`config.mk`:
```
export PLATFORM = sky130hd
export DESIGN_NAME = draw_player_flat
export DESIGN_NICKNAME = d
export VERILOG_FILES = /design/src/rtl/draw_player_if.sv /design/src/rtl/draw_player.sv /design/src/flat_wrapper.sv
export SDC_FILE = /design/constraint.sdc
export NUM_CORES = 1
export LEC_CHECK = 0
export ABC_AREA = 1
export BUFFER_PORTS_ARGS = -buffer_cell sky130_fd_sc_hd__buf_2
export CAP_MARGIN = 40
export CELL_PAD_IN_SITES_DETAIL_PLACEMENT = 2
export CELL_PAD_IN_SITES_GLOBAL_PLACEMENT = 2
export CORE_AREA = 2 2 113 126
export DETAILED_ROUTE_END_ITERATION = 7
export DIE_AREA = 0 0 115 128
export PLACE_DENSITY_LB_ADDON = 0.1
export SYNTH_ARGS = -nofsm -noshare
export SYNTH_HDL_FRONTEND = slang
export SYNTH_SLANG_ARGS = --single-unit
```
`constraint.sdc`:
```
create_clock -name clk -period 6.4 [get_ports clk]
set_input_delay 0 -clock clk [delete_from_list [all_inputs] [get_ports clk]]
set_output_delay 0 -clock clk [all_outputs]
set_load 0.02 [all_outputs]
```
`src/rtl/draw_player_if.sv`:
```
`default_nettype none
// ============================================================================
//  Module      : vga_if
//  Description : VGA pixel-stream bundle (timing counters, syncs, blanking
//                flags and 12-bit RGB) passed between pipeline stages.
//  Revision    : 1.0 - initial release
// ============================================================================
interface vga_if;
    logic [10:0] hcount;
    logic [10:0] vcount;
    logic        hsync;
    logic        vsync;
    logic        hblnk;
    logic        vblnk;
    logic [11:0] rgb;

    modport in  (input  hcount, vcount, hsync, vsync, hblnk, vblnk, rgb);
    modport out (output hcount, vcount, hsync, vsync, hblnk, vblnk, rgb);
endinterface
`default_nettype wire

```
`src/rtl/draw_player.sv`:
```
`default_nettype none
// ============================================================================
//  Module      : draw_player
//  Description : Paints a solid square player sprite over the background
//                VGA stream (1-cycle latency) and moves it once per movement
//                event, at the start of vertical blanking, from four level
//                direction buttons, clamped inside the playfield border.
//  Revision    : 1.0 - initial release
// ============================================================================
module draw_player #(
    parameter int          HOR_PIXELS = 1024,
    parameter int          VER_PIXELS = 768,
    parameter int          SIZE       = 16,
    parameter int          START_X    = 504,
    parameter int          START_Y    = 376,
    parameter int          STEP       = 2,
    parameter int          MOVE_DIV   = 1,
    parameter logic [11:0] COLOR      = 12'hff0,
    parameter int          X_MIN      = 6,
    parameter int          Y_MIN      = 6,
    parameter int          X_MAX      = HOR_PIXELS - 6 - SIZE,
    parameter int          Y_MAX      = VER_PIXELS - 6 - SIZE
) (
    input  logic        clk,
    input  logic        rst,
    vga_if.in           vga_in,
    vga_if.out          vga_out,
    input  logic        btn_up,
    input  logic        btn_down,
    input  logic        btn_left,
    input  logic        btn_right,
    output logic [10:0] pos_x,
    output logic [10:0] pos_y
);

    // Divider counter width; at least one bit even when MOVE_DIV is 1.
    localparam int              CW          = (MOVE_DIV > 1) ? $clog2(MOVE_DIV) : 1;
    localparam logic [CW-1:0]   c_DIV_LAST  = CW'(MOVE_DIV - 1);

    // 12-bit versions are used for comparisons so sums never wrap;
    // 11-bit versions are the values actually written to the position.
    localparam logic [11:0]     c_SIZE12    = 12'(SIZE);
    localparam logic [11:0]     c_STEP12    = 12'(STEP);
    localparam logic [11:0]     c_XMIN12    = 12'(X_MIN);
    localparam logic [11:0]     c_XMAX12    = 12'(X_MAX);
    localparam logic [11:0]     c_YMIN12    = 12'(Y_MIN);
    localparam logic [11:0]     c_YMAX12    = 12'(Y_MAX);
    localparam logic [10:0]     c_STEP11    = 11'(STEP);
    localparam logic [10:0]     c_XMIN11    = 11'(X_MIN);
    localparam logic [10:0]     c_XMAX11    = 11'(X_MAX);
    localparam logic [10:0]     c_YMIN11    = 11'(Y_MIN);
    localparam logic [10:0]     c_YMAX11    = 11'(Y_MAX);
    localparam logic [10:0]     c_START_X   = 11'(START_X);
    localparam logic [10:0]     c_START_Y   = 11'(START_Y);

    localparam logic [0:0]      S_IDLE      = 1'b0;
    localparam logic [0:0]      S_STEP      = 1'b1;

    logic [10:0]    r_hcount;
    logic [10:0]    r_vcount;
    logic           r_hsync;
    logic           r_vsync;
    logic           r_hblnk;
    logic           r_vblnk;
    logic [11:0]    r_rgb;

    logic [10:0]    r_pos_x;
    logic [10:0]    r_pos_y;
    logic           r_vblnk_d;
    logic [CW-1:0]  r_div_cnt;
    logic [0:0]     r_state;
    logic [3:0]     r_dir;          // {up, down, left, right}

    logic           w_tick;
    logic           w_event;
    logic           w_in_rect;
    logic [11:0]    w_rgb;
    logic [11:0]    w_h12;
    logic [11:0]    w_v12;
    logic [11:0]    w_px12;
    logic [11:0]    w_py12;
    logic [10:0]    w_next_x;
    logic [10:0]    w_next_y;

    assign w_tick  = vga_in.vblnk & ~r_vblnk_d;
    assign w_event = w_tick && (r_div_cnt == c_DIV_LAST);

    assign w_h12   = {1'b0, vga_in.hcount};
    assign w_v12   = {1'b0, vga_in.vcount};
    assign w_px12  = {1'b0, r_pos_x};
    assign w_py12  = {1'b0, r_pos_y};

    // Sprite hit test against the current position, with blanking passthrough.
    always_comb begin
        w_in_rect = (w_h12 >= w_px12) && (w_h12 < w_px12 + c_SIZE12) &&
                    (w_v12 >= w_py12) && (w_v12 < w_py12 + c_SIZE12);
        if (vga_in.hblnk || vga_in.vblnk) begin
            w_rgb = vga_in.rgb;
        end else if (w_in_rect) begin
            w_rgb = COLOR;
        end else begin
            w_rgb = vga_in.rgb;
        end
    end

    // Next position from latched directions; clamp is decided before subtracting.
    always_comb begin
        w_next_x = r_pos_x;
        w_next_y = r_pos_y;
        if (r_dir[3] ^ r_dir[2]) begin
            if (r_dir[3]) begin
                w_next_y = (w_py12 < c_YMIN12 + c_STEP12) ? c_YMIN11 : r_pos_y - c_STEP11;
            end else begin
                w_next_y = (w_py12 + c_STEP12 > c_YMAX12) ? c_YMAX11 : r_pos_y + c_STEP11;
            end
        end
        if (r_dir[1] ^ r_dir[0]) begin
            if (r_dir[1]) begin
                w_next_x = (w_px12 < c_XMIN12 + c_STEP12) ? c_XMIN11 : r_pos_x - c_STEP11;
            end else begin
                w_next_x = (w_px12 + c_STEP12 > c_XMAX12) ? c_XMAX11 : r_pos_x + c_STEP11;
            end
        end
    end

    // One-cycle output pipeline: timing fields copied, rgb overlaid.
    always_ff @(posedge clk) begin
        if (rst) begin
            r_hcount <= '0;
            r_vcount <= '0;
            r_hsync  <= 1'b0;
            r_vsync  <= 1'b0;
            r_hblnk  <= 1'b0;
            r_vblnk  <= 1'b0;
            r_rgb    <= '0;
        end else begin
            r_hcount <= vga_in.hcount;
            r_vcount <= vga_in.vcount;
            r_hsync  <= vga_in.hsync;
            r_vsync  <= vga_in.vsync;
            r_hblnk  <= vga_in.hblnk;
            r_vblnk  <= vga_in.vblnk;
            r_rgb    <= w_rgb;
        end
    end

    // Frame tick edge detector and movement-rate divider.
    always_ff @(posedge clk) begin
        if (rst) begin
            r_vblnk_d <= 1'b0;
            r_div_cnt <= '0;
        end else begin
            r_vblnk_d <= vga_in.vblnk;
            if (w_tick) begin
                r_div_cnt <= (r_div_cnt == c_DIV_LAST) ? '0 : r_div_cnt + 1'b1;
            end
        end
    end

    // Movement FSM: latch buttons on the event, apply them in the single STEP cycle.
    always_ff @(posedge clk) begin
        if (rst) begin
            r_state <= S_IDLE;
            r_dir   <= '0;
            r_pos_x <= c_START_X;
            r_pos_y <= c_START_Y;
        end else begin
            case (r_state)
                S_IDLE: begin
                    if (w_event) begin
                        r_dir   <= {btn_up, btn_down, btn_left, btn_right};
                        r_state <= S_STEP;
                    end
                end
                S_STEP: begin
                    r_pos_x <= w_next_x;
                    r_pos_y <= w_next_y;
                    r_state <= S_IDLE;
                end
                default: r_state <= S_IDLE;
            endcase
        end
    end

    assign vga_out.hcount = r_hcount;
    assign vga_out.vcount = r_vcount;
    assign vga_out.hsync  = r_hsync;
    assign vga_out.vsync  = r_vsync;
    assign vga_out.hblnk  = r_hblnk;
    assign vga_out.vblnk  = r_vblnk;
    assign vga_out.rgb    = r_rgb;
    assign pos_x          = r_pos_x;
    assign pos_y          = r_pos_y;

endmodule
`default_nettype wire

```
`src/flat_wrapper.sv`:
```
// flat-port wrapper written by rule: the top's interface ports become plain ports
module draw_player_flat 
#(
    parameter int          HOR_PIXELS = 1024,
    parameter int          VER_PIXELS = 768,
    parameter int          SIZE       = 16,
    parameter int          START_X    = 504,
    parameter int          START_Y    = 376,
    parameter int          STEP       = 2,
    parameter int          MOVE_DIV   = 1,
    parameter logic [11:0] COLOR      = 12'hff0,
    parameter int          X_MIN      = 6,
    parameter int          Y_MIN      = 6,
    parameter int          X_MAX      = HOR_PIXELS - 6 - SIZE,
    parameter int          Y_MAX      = VER_PIXELS - 6 - SIZE
)
  (clk, rst, btn_up, btn_down, btn_left, btn_right, pos_x, pos_y, vga_in_hcount, vga_in_vcount, vga_in_hsync, vga_in_vsync, vga_in_hblnk, vga_in_vblnk, vga_in_rgb, vga_out_hcount, vga_out_vcount, vga_out_hsync, vga_out_vsync, vga_out_hblnk, vga_out_vblnk, vga_out_rgb);
  vga_if vga_in_i ();
  vga_if vga_out_i ();
  input  logic clk;
  input  logic rst;
  input  logic btn_up;
  input  logic btn_down;
  input  logic btn_left;
  input  logic btn_right;
  output logic [10:0] pos_x;
  output logic [10:0] pos_y;
  input wire logic [$bits(vga_in_i.hcount)-1:0] vga_in_hcount;
  input wire logic [$bits(vga_in_i.vcount)-1:0] vga_in_vcount;
  input wire logic [$bits(vga_in_i.hsync)-1:0] vga_in_hsync;
  input wire logic [$bits(vga_in_i.vsync)-1:0] vga_in_vsync;
  input wire logic [$bits(vga_in_i.hblnk)-1:0] vga_in_hblnk;
  input wire logic [$bits(vga_in_i.vblnk)-1:0] vga_in_vblnk;
  input wire logic [$bits(vga_in_i.rgb)-1:0] vga_in_rgb;
  output wire logic [$bits(vga_out_i.hcount)-1:0] vga_out_hcount;
  output wire logic [$bits(vga_out_i.vcount)-1:0] vga_out_vcount;
  output wire logic [$bits(vga_out_i.hsync)-1:0] vga_out_hsync;
  output wire logic [$bits(vga_out_i.vsync)-1:0] vga_out_vsync;
  output wire logic [$bits(vga_out_i.hblnk)-1:0] vga_out_hblnk;
  output wire logic [$bits(vga_out_i.vblnk)-1:0] vga_out_vblnk;
  output wire logic [$bits(vga_out_i.rgb)-1:0] vga_out_rgb;
  assign vga_in_i.hcount = vga_in_hcount;
  assign vga_in_i.vcount = vga_in_vcount;
  assign vga_in_i.hsync = vga_in_hsync;
  assign vga_in_i.vsync = vga_in_vsync;
  assign vga_in_i.hblnk = vga_in_hblnk;
  assign vga_in_i.vblnk = vga_in_vblnk;
  assign vga_in_i.rgb = vga_in_rgb;
  assign vga_out_hcount = vga_out_i.hcount;
  assign vga_out_vcount = vga_out_i.vcount;
  assign vga_out_hsync = vga_out_i.hsync;
  assign vga_out_vsync = vga_out_i.vsync;
  assign vga_out_hblnk = vga_out_i.hblnk;
  assign vga_out_vblnk = vga_out_i.vblnk;
  assign vga_out_rgb = vga_out_i.rgb;
  draw_player #(.HOR_PIXELS(HOR_PIXELS), .VER_PIXELS(VER_PIXELS), .SIZE(SIZE), .START_X(START_X), .START_Y(START_Y), .STEP(STEP), .MOVE_DIV(MOVE_DIV), .COLOR(COLOR), .X_MIN(X_MIN), .Y_MIN(Y_MIN), .X_MAX(X_MAX), .Y_MAX(Y_MAX)) u_core (.clk(clk), .rst(rst), .vga_in(vga_in_i), .vga_out(vga_out_i), .btn_up(btn_up), .btn_down(btn_down), .btn_left(btn_left), .btn_right(btn_right), .pos_x(pos_x), .pos_y(pos_y));
endmodule
```
Word level (Yosys, flattened, before mapping)
Index checks and enable logic that the tools add are counted.
- bitwise logic cells: 6
- muxes and demuxes: 11
- $add $sub $neg: 9
- order comparisons: 8
- reduce and logical (&&, ||, !) cells: 8
- operator list (kind ; number):
    11-bit two-way mux ; 6
    11-bit by 2-bit adder with 12-bit output (second input constant) ; 2
    11-bit by 5-bit adder with 12-bit output (second input constant) ; 2
    12-bit by 10-bit greater-than comparator with 1-bit output (second input constant) ; 2
    11-bit by 12-bit less-than comparator with 1-bit output ; 2
    12-bit two-way mux ; 2
    11-bit by 2-bit adder with 11-bit output (second input constant) ; 2
    11-bit greater-or-equal comparator ; 2
    11-bit by 4-bit less-than comparator with 1-bit output (second input constant) ; 2
    11-bit by 2-bit subtractor with 11-bit output (second input constant) ; 2
    2-bit AND reduction ; 3
    1-bit logical AND ; 4
    1-bit inverter ; 3
    1-bit two-way mux ; 2
    1-bit case mux with 2 select lines ; 1
    1-bit bitwise XOR ; 2
    1-bit adder (second input constant) ; 1
    1-bit bitwise AND ; 1
    1-bit logical OR ; 1
- bits of input ports: 44
- output and inout bits: 60
- logic and storage cells: 54
- flip-flop bits (word level): 66

Logic depth before layout (Yosys ltp)
- depth after elaboration: 7
- depth in mapped cells: 15
- depth with buffers taken out: 14

Least setup slack after synthesis
No wires, ideal clock.
- path kind: register -> register
- start point: reg u_core.r_pos_y[4] (netlist: u_core.pos_y[4])
- end point: reg u_core.r_rgb[2] (netlist: u_core.vga_out.rgb[2])
- arrival: 2.107 ns
- setup slack: 4.166 ns
- setup time: 0.128 ns
- stages on the path, launching flop included: 15
- required time: 6.272 ns
- buffers on the path: 1
- period minus slack after synthesis: 2.234 ns
- path through: dfxtp_1 -> ha_1 -> nand2_2 -> nor3_2 -> xor2_1 -> ha_1 -> nand2_1 -> nor2_1 -> nand2_1 -> nor2_1 -> nor2_1 -> nand3_2 -> buf_6 -> nand2_1 -> nor2_1
- longest elaborated chain between the ends: 5
- elaborated cells between the ends (all ways): 7
- classes of those cells: add/sub (1); order compare (2); mux (2); reduce/logical (2)
- ends and longest elaborated chain (element ; RTL line ; RTL):
    start, declared ; draw_player.sv:68 ; logic [10:0] r_pos_y;
    start signal, assigned ; draw_player.sv:166 ; r_pos_y <= c_START_Y;
    start signal, assigned ; draw_player.sv:177 ; r_pos_y <= w_next_y;
    11-bit by 5-bit adder with 12-bit output or 11-bit greater-or-equal comparator (tied branches) ; draw_player.sv:96 ; (w_v12 >= w_py12) && (w_v12 < w_py12 + c_SIZE12);
    11-bit by 12-bit less-than comparator with 1-bit output or 1-bit logical AND (tied branches) ; draw_player.sv:96, draw_player.sv:95 ;
    1-bit logical AND * ; draw_player.sv:96 ;
    12-bit two-way mux * ; draw_player.sv:99 ; end else if (w_in_rect) begin
    12-bit two-way mux * ; draw_player.sv:97 ; if (vga_in.hblnk || vga_in.vblnk) begin
    end signal, assigned ; draw_player.sv:143 ; r_rgb <= w_rgb;
    end, declared ; draw_player.sv:65 ; logic [11:0] r_rgb;
Every way passes the cells marked *; elsewhere a longest branch is shown, timed or not.
A chain may end at the register's enable or synchronous reset.

Worst setup path in the final report
- start point: reg u_core.r_pos_x[4] (netlist: u_core.pos_x[4])
- end point: reg u_core.r_rgb[1] (netlist: u_core.vga_out.rgb[1])
- longest elaborated chain between the ends: 7
- elaborated cells between the ends (all ways): 8
- classes of those cells: add/sub (1); order compare (2); mux (2); reduce/logical (3)
- ends and longest elaborated chain (element ; RTL line ; RTL):
    start, declared ; draw_player.sv:67 ; logic [10:0] r_pos_x;
    start signal, assigned ; draw_player.sv:165 ; r_pos_x <= c_START_X;
    start signal, assigned ; draw_player.sv:176 ; r_pos_x <= w_next_x;
    11-bit by 5-bit adder with 12-bit output ; draw_player.sv:95 ; w_in_rect = (w_h12 >= w_px12) && (w_h12 < w_px12 + c_SIZE12) &&
    11-bit by 12-bit less-than comparator with 1-bit output ; draw_player.sv:95 ;
    1-bit logical AND * (2 in series) ; draw_player.sv:95 ;
    1-bit logical AND * ; draw_player.sv:96 ;
    12-bit two-way mux * ; draw_player.sv:99 ;
    12-bit two-way mux * ; draw_player.sv:97 ;
Marks and branches as above.

==> results <==
- The number of setup buffers added after CTS is 0.
- The longest clock path from root to sink contains 2 buffers.
- The path type of the worst setup path is reg -> reg.
- The cell with the largest stage delay on the worst path is dfxtp_1.
- Buffers inserted during clock tree synthesis total 9.
- For this run, the detailed router's first-pass iteration total came to 4.
- The synthesized-area fraction occupied by ao, oa, aoi and oai cells is 12.5%.
- The final HPWL from detailed placement is 11.5 mm.
- The first global-routing pass estimated 25.1 mm of wire.
- The minimum clock period after layout is 2.73 ns.
- The clock net in this run drives a total of 63 sinks.
- The top cell family by delay on the critical path is simple AND/OR/NAND/NOR gates.
- The slew at the pin with the worst max-slew slack is 0.679 ns.
- The final RePlAce weighted congestion is 0.827.
- Setup repair after global routing left no endpoint under its margin.
- The average routed wire per standard cell is 17.4 µm.
- Entering global routing, the biggest net connects 53 pins.
- The number of failing hold endpoints at the final stage is 0.
- By instance count, the cell type seen most on the critical path is nand2_1.
- After synthesis, the largest family of logic cells by area is simple AND/OR/NAND/NOR gates.
- The kind of end point of the critical path is a flop.
- The tightest min-delay check is of the in -> reg type.
- The DRC marker count from the first detailed-route iteration is about 90.
- Using the TritonRoute via totals, the vias-per-cell ratio works out to 4.82.
- After Yosys synthesis, and, or, nand and nor cells account for 27.7% of the synthesized area.
- The accumulated negative setup slack is 0 ns.
- Summing the areas of all xor and xnor instances in the mapped netlist gives 6.15% of the synthesized area.
- The run finished with clean final reports.
- The cell count after synthesis came out at 582.
- The clock-pin slew of the registers on the worst-case setup and hold paths is 0.06 ns.
- After the flow finishes, the layout carries non-filler instances totaling 891.
- Setup violations remaining at the end of the flow were counted as 0.
- In this run the critical register-to-register path is launched from u_core.pos_x[4]$_SDFFE_PP1P_.
- The standard-cell row count is 45.
- The maximum frequency from static timing analysis is about 0.37 GHz.
- The die is 115 µm wide.
- The repair_antennas step left the layout with diodes totalling 0.
- Summed over all layers, the global routing overflow is 0.
- For flop-to-flop paths, the worst setup slack is 3.67 ns.
- After synthesis, the share of cell area in mux cells is 0%.
- TritonCTS built the clock tree.
- The final route contains 4,299 vias.
- The count of buffers inserted at the top-level ports is slightly above 100.
- The worst hold path begins at rst.
- Of the available clock period, the critical path in the final layout requires 42.7%.
- The type of element launching the critical path is a flop.
- The number of flip-flops and latches in the synthesized netlist is between 60 and 70.
- The commonest non-fill, non-tap cell in the layout is nand2_1.
- The area of the die is 14,700 µm².
- The async set or reset register ratio after synthesis is 0%.
- Data arrives at the worst endpoint at a little under 3 ns.
- The total area inside the core boundary comes to 13,500 µm².
- The number of warning messages in the yosys log is 0.
- The max-capacitance violation count is 0.
- The data required time of the critical path is 6.60 ns.
- The final setup skew is 0.00783 ns.
- During I/O placement, the number of pins put on the boundary was 104.
- In this run the power density over the cells is 212 nW/µm².
- The critical path starts at u_core.pos_x[4]$_SDFFE_PP1P_.
- The maximum vdd ir drop is 0.0000945 V.
- The remaining routing DRC violations is 0.
- Each instance of the synthesized netlist takes up on average 7.07 µm².
- In this run the cell area of the synthesized design comes to 4110 µm².
- Post-CTS repair changed the size of 0 cells.
- The number of global-route vias before repair came to approximately 4.9k.
- Summing the areas of all fa, ha and maj instances in the mapped netlist gives 12.8% of the synthesized area.
- Counting flops with a built-in enable in the synthesized netlist gives 0.
- The flip-flop cell with the highest count after synthesis is dfxtp_1.
- The signal on the critical path passes through ha_1 -> nand2_1 -> nor3_2 -> xor2_1 -> ha_1 -> nand3_1 -> nand2_1 -> clkinv_1 -> nand2_1 -> nor2_2 -> nand3_2 -> nand2_1 -> nor2_1.
- Counting distinct cell types in the post-synthesis netlist gives 42.
- Wires add up to between 15 and 20 mm.
- For this configuration, the core starts out at a cell density of 30.4%.
- The largest incremental delay on the critical path is between 0.5 and 0.6 ns.
- Compared with the post-synthesis result, the final layout area differs by 33.0%.
- The post-layout net count is 808.
- Headroom to the max-slew limit came out at about 55%.
- The top cell types in the final layout, fill and taps aside, are nand2_1, buf_2, inv_1.
- The maximum net fanout on the critical path is 12.
- The count of final max-slew check failures is 0.
- The H-tree was split into 3 levels.
- Clock latency on the worst-skew pair, taken at its later pin, is 0.35 ns.
- Global routing consumed, over all layers together, about 22% of the routing resources.
- The post-route netlist has a little over a fifth of its cells at a drive strength greater than 1.
- After detailed placement, the design holds a cell count of 833.
- The die is 128 µm tall.
- The root cell of the clock tree is clkbuf_16.
- The worst-case hold slack is 0.292 ns.
- The count of buffering cells on the critical path with inverters included is 1.
- The analysis attributes to cell leakage a power of 2.82 nW.
- The completed layout was analyzed and its total power is 1.16 mW.
- The initial antenna violation count is 0.
- The antenna violation net count after detailed routing is 0.
- The part of the Yosys area used for sequential elements is 30.7%.
## cell usage after synthesis, drive strengths merged, types with 8 or more instances
library cell / n / share of area, %
ha: 42 / 13
nor3: 10 / 2.0
o21ai: 27 / 3.3
nand2: 126 / 12
clkbuf: 8 / 0.73
buf: 9 / 1.5
nand3: 29 / 4.2
inv: 85 / 7.8
xor2: 27 / 5.9
dfxtp: 63 / 31
nor2: 81 / 7.8
a21oi: 45 / 6.3
## final cells by class
type | count | area, µm²
multi-input combinational | 417 | 2440
clock buffer | 11 | 243
sequential | 63 | 1260
fill | 1593 | 8040
timing repair buffer | 145 | 941
inverter | 86 | 323
tap | 164 | 205
clock inverter | 5 | 57.6
## registers in the layout, summed over array words and instances, names as in the netlist
name	flops
u_core.vga_out.rgb	12
u_core.vga_out.hcount	11
u_core.vga_out.vcount	11
u_core.pos_x	10
u_core.pos_y	10
u_core.r_dir	4
u_core.r_state	1
u_core.vga_out.hblnk	1
u_core.vga_out.hsync	1
u_core.vga_out.vblnk	1
u_core.vga_out.vsync	1
## per-layer routing
layer | vias up | GRT usage, % | routed length (µm)
li1 | 2125 | - | -
met1 | 2091 | 23.2 | 6100
met2 | 61 | 43.5 | 8700
met3 | 22 | 4.07 | 349
met4 | 0 | 6.87 | 319
met5 | - | 0 | 0
## worst paths after layout
path	to	cells past startpoint
setup reg to reg	u_core.vga_out.rgb[1]$_SDFF_PP0_	13
hold / removal	u_core.r_state$_SDFF_PP0_	3
hold reg to reg	u_core.r_dir[2]$_SDFFE_PP0P_	2
setup / recovery	u_core.vga_out.rgb[1]$_SDFF_PP0_	13
## per-stage QoR
stage,area (µm²),setup slack [ns],utilization [%]
final,5470,3.67,40.5
after global routing,5470,3.45,40.5
after CTS,5470,3.68,40.5
after detailed placement,4750,3.70,35.2
after global placement,4750,3.93,35.2
after floorplan,4120,4.17,-
## cell families (layout without fill, tap and decap cells)
kind of cell               count (synthesis)  after routing
AOI/OAI and AO/OA                         88             88
xor gates and xnor gates                  28             28
adders and majority gates                 42             42
buffers and inverters                    103            247
DFF                                       63             63
other                                      1              2
and+or+nand+nor                          257            257
## worst reg2reg max path, delay by kind of cell (launching register included)
family | cells | cell delay, ns
XOR/XNOR | 1 | 0.19
adder cells (fa/ha/maj) | 2 | 0.53
buffers and inverters | 1 | 0.06
flip-flops | 1 | 0.55
AND/OR/NAND/NOR | 9 | 1.26
## where the power goes
group          leakage (nW)  switching [mW]  internal, mW
sequential            0.520          0.0157         0.411
clock                 0.138           0.195         0.311
combinational          2.16           0.137        0.0907
total                  2.82           0.348         0.813
## repair_timing
| item | 4_1_cts | 5_1_grt |
|---|---|---|
| hold buffers | 42 | 0 |
| endpoints found under the hold margin | 42 | 0 |
| endpoints found under the setup margin | 0 | 0 |
Note: power is estimated with default switching activity, not from simulation.
